$ cat src/rtl/bomb_ctrl.sv
// Single-bomb controller: snaps a drop request to the tile grid, runs the fuse,
// then publishes a clamped cross-shaped blast as two hit boxes.
module bomb_ctrl #(
   parameter int TILE            = 32,
   parameter int TILE_SHIFT      = 5,
   parameter int HALF_X          = 10,
   parameter int HALF_Y          = 13,
   parameter int RANGE           = 2,
   parameter int FUSE_FRAMES     = 120,
   parameter int BLAST_FRAMES    = 30,
   parameter int COOLDOWN_FRAMES = 15,
   parameter int X_MIN           = 32,
   parameter int X_MAX           = 575,
   parameter int Y_MIN           = 32,
   parameter int Y_MAX           = 447
) (
   input  logic       frame_clk,
   input  logic       Reset,
   input  logic       bomb_drop,
   input  logic [9:0] userX,
   input  logic [9:0] userY,
   output logic [9:0] bombTileX,
   output logic [9:0] bombTileY,
   output logic       bomb_visible,
   output logic       exploding,
   output logic [9:0] hX,
   output logic [9:0] hY,
   output logic [9:0] hXS,
   output logic [9:0] hYS,
   output logic [9:0] vX,
   output logic [9:0] vY,
   output logic [9:0] vXS,
   output logic [9:0] vYS,
   output logic       busy
);

   typedef enum logic [1:0] {IDLE, FUSE, EXPLODE, COOLDOWN} state_t;

   typedef struct packed {
      logic [9:0] h_x, h_y, h_xs, h_ys;
      logic [9:0] v_x, v_y, v_xs, v_ys;
   } box_t;

   localparam logic [15:0] FUSE_LD  = 16'(FUSE_FRAMES - 1);
   localparam logic [15:0] BLAST_LD = 16'(BLAST_FRAMES - 1);
   localparam logic [15:0] COOL_LD  = 16'(COOLDOWN_FRAMES - 1);

   localparam logic signed [10:0] ARM   = signed'(11'(RANGE * TILE));
   localparam logic signed [10:0] REACH = signed'(11'((RANGE + 1) * TILE - 1));
   localparam logic signed [10:0] XLO   = signed'(11'(X_MIN));
   localparam logic signed [10:0] XHI   = signed'(11'(X_MAX));
   localparam logic signed [10:0] YLO   = signed'(11'(Y_MIN));
   localparam logic signed [10:0] YHI   = signed'(11'(Y_MAX));
   localparam logic [9:0]         SPAN  = 10'(TILE - 1);

   state_t      state, state_n;
   logic [15:0] cnt, cnt_n;
   logic        drop_prev;
   logic [9:0]  tile_x_n, tile_y_n;
   box_t        box_q, box_n;

   logic [10:0]        sum_x, sum_y;
   logic [9:0]         snap_x, snap_y;
   logic signed [10:0] tx, ty;
   logic signed [10:0] h_lo_raw, h_hi_raw, v_lo_raw, v_hi_raw;
   logic signed [10:0] h_lo, h_hi, v_lo, v_hi;

   // Snap the sprite centre onto the tile grid (11-bit sum, truncated)
   assign sum_x  = {1'b0, userX} + 11'(HALF_X);
   assign sum_y  = {1'b0, userY} + 11'(HALF_Y);
   assign snap_x = 10'((sum_x >> TILE_SHIFT) << TILE_SHIFT);
   assign snap_y = 10'((sum_y >> TILE_SHIFT) << TILE_SHIFT);

   assign tx       = signed'({1'b0, bombTileX});
   assign ty       = signed'({1'b0, bombTileY});
   assign h_lo_raw = tx - ARM;
   assign h_hi_raw = tx + REACH;
   assign v_lo_raw = ty - ARM;
   assign v_hi_raw = ty + REACH;
   assign h_lo     = (h_lo_raw < XLO) ? XLO : h_lo_raw;
   assign h_hi     = (h_hi_raw > XHI) ? XHI : h_hi_raw;
   assign v_lo     = (v_lo_raw < YLO) ? YLO : v_lo_raw;
   assign v_hi     = (v_hi_raw > YHI) ? YHI : v_hi_raw;

   always_comb begin
      state_n  = state;
      cnt_n    = cnt;
      tile_x_n = bombTileX;
      tile_y_n = bombTileY;
      box_n    = box_q;
      case (state)
         IDLE: begin
            if (bomb_drop && !drop_prev) begin
               tile_x_n = snap_x;
               tile_y_n = snap_y;
               cnt_n    = FUSE_LD;
               state_n  = FUSE;
            end
         end
         FUSE: begin
            if (cnt == 16'd0) begin
               state_n    = EXPLODE;
               cnt_n      = BLAST_LD;
               box_n.h_x  = 10'(h_lo);
               box_n.h_xs = 10'(h_hi - h_lo);
               box_n.h_y  = bombTileY;
               box_n.h_ys = SPAN;
               box_n.v_y  = 10'(v_lo);
               box_n.v_ys = 10'(v_hi - v_lo);
               box_n.v_x  = bombTileX;
               box_n.v_xs = SPAN;
            end else begin
               cnt_n = cnt - 16'd1;
            end
         end
         EXPLODE: begin
            if (cnt == 16'd0) begin
               state_n = COOLDOWN;
               cnt_n   = COOL_LD;
               box_n   = '0;
            end else begin
               cnt_n = cnt - 16'd1;
            end
         end
         COOLDOWN: begin
            if (cnt == 16'd0) state_n = IDLE;
            else              cnt_n   = cnt - 16'd1;
         end
         default: state_n = IDLE;
      endcase
   end

   // Status flags are registered from the next state so they align with it
   always_ff @(posedge frame_clk or posedge Reset) begin
      if (Reset) begin
         state        <= IDLE;
         cnt          <= '0;
         drop_prev    <= 1'b0;
         bombTileX    <= '0;
         bombTileY    <= '0;
         box_q        <= '0;
         bomb_visible <= 1'b0;
         exploding    <= 1'b0;
         busy         <= 1'b0;
      end else begin
         state        <= state_n;
         cnt          <= cnt_n;
         drop_prev    <= bomb_drop;
         bombTileX    <= tile_x_n;
         bombTileY    <= tile_y_n;
         box_q        <= box_n;
         bomb_visible <= (state_n == FUSE);
         exploding    <= (state_n == EXPLODE);
         busy         <= (state_n != IDLE);
      end
   end

   assign hX  = box_q.h_x;
   assign hY  = box_q.h_y;
   assign hXS = box_q.h_xs;
   assign hYS = box_q.h_ys;
   assign vX  = box_q.v_x;
   assign vY  = box_q.v_y;
   assign vXS = box_q.v_xs;
   assign vYS = box_q.v_ys;

endmodule

$ cat config.mk
export PLATFORM = sky130hd
export DESIGN_NAME = bomb_ctrl
export DESIGN_NICKNAME = d
export VERILOG_FILES = /design/src/rtl/bomb_ctrl.sv
export SDC_FILE = /design/constraint.sdc
export NUM_CORES = 1
export LEC_CHECK = 0
export ABC_AREA = 1
export CELL_PAD_IN_SITES_DETAIL_PLACEMENT = 1
export CELL_PAD_IN_SITES_GLOBAL_PLACEMENT = 2
export CORE_AREA = 2 2 129 144
export CTS_CLUSTER_DIAMETER = 80
export DETAILED_ROUTE_END_ITERATION = 10
export DIE_AREA = 0 0 131 146
export PLACE_DENSITY = 0.76
export SLEW_MARGIN = 20
export SYNTH_ARGS = -nofsm -noshare
export SYNTH_HDL_FRONTEND = slang
export SYNTH_SLANG_ARGS = --single-unit
$ cat constraint.sdc
create_clock -name frame_clk -period 2.3 [get_ports frame_clk]
set_clock_uncertainty 0.15 [all_clocks]
set_input_delay 0.46 -clock frame_clk [delete_from_list [all_inputs] [get_ports frame_clk]]
set_output_delay 0.46 -clock frame_clk [all_outputs]
set_load 0.01 [all_outputs]
==> impl_metrics.csv <==
group,metric,value,unit
status,outcome,"finished, violations left",
status,violations,"setup timing",
logic_synthesis,synth_edf_count,0,
logic_synthesis,synthArstFlopShare,100,%
placement,dp_hpwl,9510,microns
sta,fin_tns_setup,-0.418,ns
global_routing,first_global_vias,4229,
power,power.density,429,nW/um^2
setup_path,cp-end-kind,"flop",
global_routing,grt-ovfl-total,0,
sta,hold_viol,0,
drt,via_count,3863,
worst_hold_path,min_path_type,"in2async",
logic_synthesis,avgSynthCellArea,7.66,sq um
cts,numCtsBuffers,9,
layout,fillers,2101,
drt,dr.pass1.iters,4,
cts,worst_skew_pair.late_latency,0.35,ns
global_routing,grt_pass1_wl,20200,microns
setup_path,crit_chain,"inv_4 > ha_4 > inv_2 > buf_4 > nand3_1 > nand2_1 > inv_2 > nor2_2 > ha_4 > fa_2 > nor2_2 > a211oi_2 > xnor2_1 > o21ai_2",
logic_synthesis,syn_area,4190,sq um
layout,register_area,1580,sq um
global_routing,grt_max_degree,32,
logic_synthesis,ys_ff_latch,63,
cts,cts-root-buf,"clkbuf_16",
placement,placedCellCount,901,
sta,post-route-period-util,106,%
cts,clock_sinks,63,
logic_synthesis,synth_area_leaders,"dfrtp_1 (38%), nand2_1 (13%), buf_4 (11%)",
floorplanning,die_w,131,microns
floorplanning,initial_utilization,23.9,%
logic_synthesis,yosysTopAreaCell,"dfrtp_1",
sta,worstMarginPinSlew,0.567,ns
logic_synthesis,yosys_warnings,0,
layout,instances_no_fill,933,
layout,fin_area,6190,sq um
global_routing,grt_use_total,13.4,%
cts,clkTransAtPathRegs,0.06,ns
cts,clock_path_buffers,2,
setup_path,crit_fanout,5,
floorplanning,rows,51,
sta,min_period,2.45,ns
drt,drc,0,
floorplanning,dieArea,19100,sq um
setup_path,criticalPathCategory,"reg2reg",
power,peakVddDrop,0.301,mV
setup_path,slowest_delay,0.47,ns
global_routing,antenna_found_initial,0,
layout,nets,732,
job,drv_cap,0,
drt,ant_nets,0,
sta,slew_headroom,62.2,%
logic_synthesis,synthCells,547,
drt,drtIter0Drc,97,
sta,rsz0062_at_grt,"true",
layout,area_growth,47.8,%
setup_path,cp_slowest_cell,"dfrtp_2",
logic_synthesis,ys_seq_area_share,37.6,%
sta,finalSetupViolations,14,
logic_synthesis,synth-main-ff-cell,"dfrtp_1",
placement,place_area,5480,sq um
sta,setup_slack,-0.148,ns
logic_synthesis,yosysMostFrequentCell,"nand2_1",
drt,via_per_inst,4.14,
layout,multi_input_area,2320,sq um
drt,wl,12600,microns
floorplanning,die_y,146,microns
placement,place.gp.congestion,0.778,
logic_synthesis,synth_cell_type_count,34,
logic_synthesis,yosysTopAreaCellShare,37.6,%
floorplanning,core,17500,sq um
setup_path,required,2.37,ns
cts,cts_tree,"built",
placement,numPortBuffers,84,
power,leakagePower,3.04,nW
sta,clock.fmax,0.409,GHz
layout,antenna_cells,0,
logic_synthesis,synth_common_cells,"nand2_1 (141), inv_1 (65), dfrtp_1 (63)",
drt,wire_per_inst,13.5,microns
setup_path,setup.worst_path.start_class,"flop",
setup_path,arrival,2.52,ns
floorplanning,pin_count,126,
setup_path,reg2reg_slack,-0.15,ns
layout,layout-drive-gt1-share,27.5,%
sta,holdWs,0.209,ns
sta,drv_slew,0,
cts,htree_levels,3,
-- what timing repair did --
action,CTS,global route
setup endpoints to repair,27,36
buffers inserted,14,7
pin swaps,13,27
gates resized for setup,26,45
hold buffers,0,0
-- power by group --
group / switching [mW] / internal [mW]
Sequential: 0.000230 / 1.11
Combinational: 0.0736 / 0.0434
Clock: 0.550 / 0.880
-- kinds of logic (layout without fill, tap and decap cells) --
logic type	after synthesis	count (layout)	share of synthesized area (%)
and+or+nand+nor	255	255	25.9
xor gates and xnor gates	15	15	3.14
other	1	40	0.0895
AOI/OAI and AO/OA	59	59	9.44
buffers and inverters	135	244	17.8
DFF	63	63	37.6
adders and majority gates	19	19	6.03
-- metrics by stage --
step / power, mW / worst slack, ns / util, %
after global routing: 2.77 / -0.248 / 35.3
after CTS: 2.70 / -0.157 / 34.2
after global placement: 1.24 / -0.171 / 31.2
final: 2.66 / -0.148 / 35.3
after floorplan: 1.24 / -0.142 / -
after detailed placement: 1.25 / -0.222 / 31.2
-- state kept, by name, summed over array words and instances, names as in the netlist --
name / cells
cnt: 16
hXS: 6
bombTileX: 5
bombTileY: 5
hX: 5
hY: 5
vX: 5
vYS: 5
vY: 5
state: 2
bomb_visible: 1
busy: 1
drop_prev: 1
exploding: 1
-- cell usage in the layout, fill, tap and decap left out, types with 12 or more instances in the layout --
master,netlist,final
inv_1,65,54
nand2_2,4,12
o21ai_2,19,21
clkdlybuf4s50_1,0,84
buf_4,59,72
nand3_1,31,29
nand2_1,141,128
dfrtp_1,63,58
conb_1,1,40
o21ai_0,21,18
nor2_1,55,45
-- worst max-delay path, delay by kind of cell (launching register included) --
kind | cells | cell delay (ns)
compound gates | 2 | 0.11
xor+xnor | 1 | 0.18
fa+ha+maj | 3 | 0.77
buf+inv | 4 | 0.31
flops | 1 | 0.47
simple gates | 4 | 0.31
-- routing by layer --
metal / track usage [%] / routed length [microns] / vias up / share of wire (%)
li1: - / - / 1904 / -
met1: 15.2 / 5260 / 1872 / 42
met2: 23.8 / 6520 / 72 / 52
met3: 4.49 / 603 / 15 / 4.8
met4: 3.62 / 164 / 0 / 1.3
met5: 0 / 0 / - / 0
-- path summary, 6_finish.rpt --
| path | start | cells after the start | end |
|---|---|---|---|
| max in group asynchronous | Reset | 3 | bombTileY[6] |
| min in group frame_clk | vX[9] | 2 | vX[9] |
| worst max-delay path | bombTileX[6] | 14 | hXS[9] |
| worst min register to register | vX[9] | 2 | vX[9] |
| worst min-delay path | Reset | 2 | bombTileY[9] |
| worst max register to register | bombTileX[6] | 14 | hXS[9] |
-- layout make-up --
type	instances	share of cell area (%)
clock inverter	5	1.05
inverter	68	4.20
tap	238	4.81
sequential	63	25.6
multi-input combinational	388	37.4
timing repair buffer	160	23.0
clock buffer	11	3.92
Power figures use the tool's default switching activity.
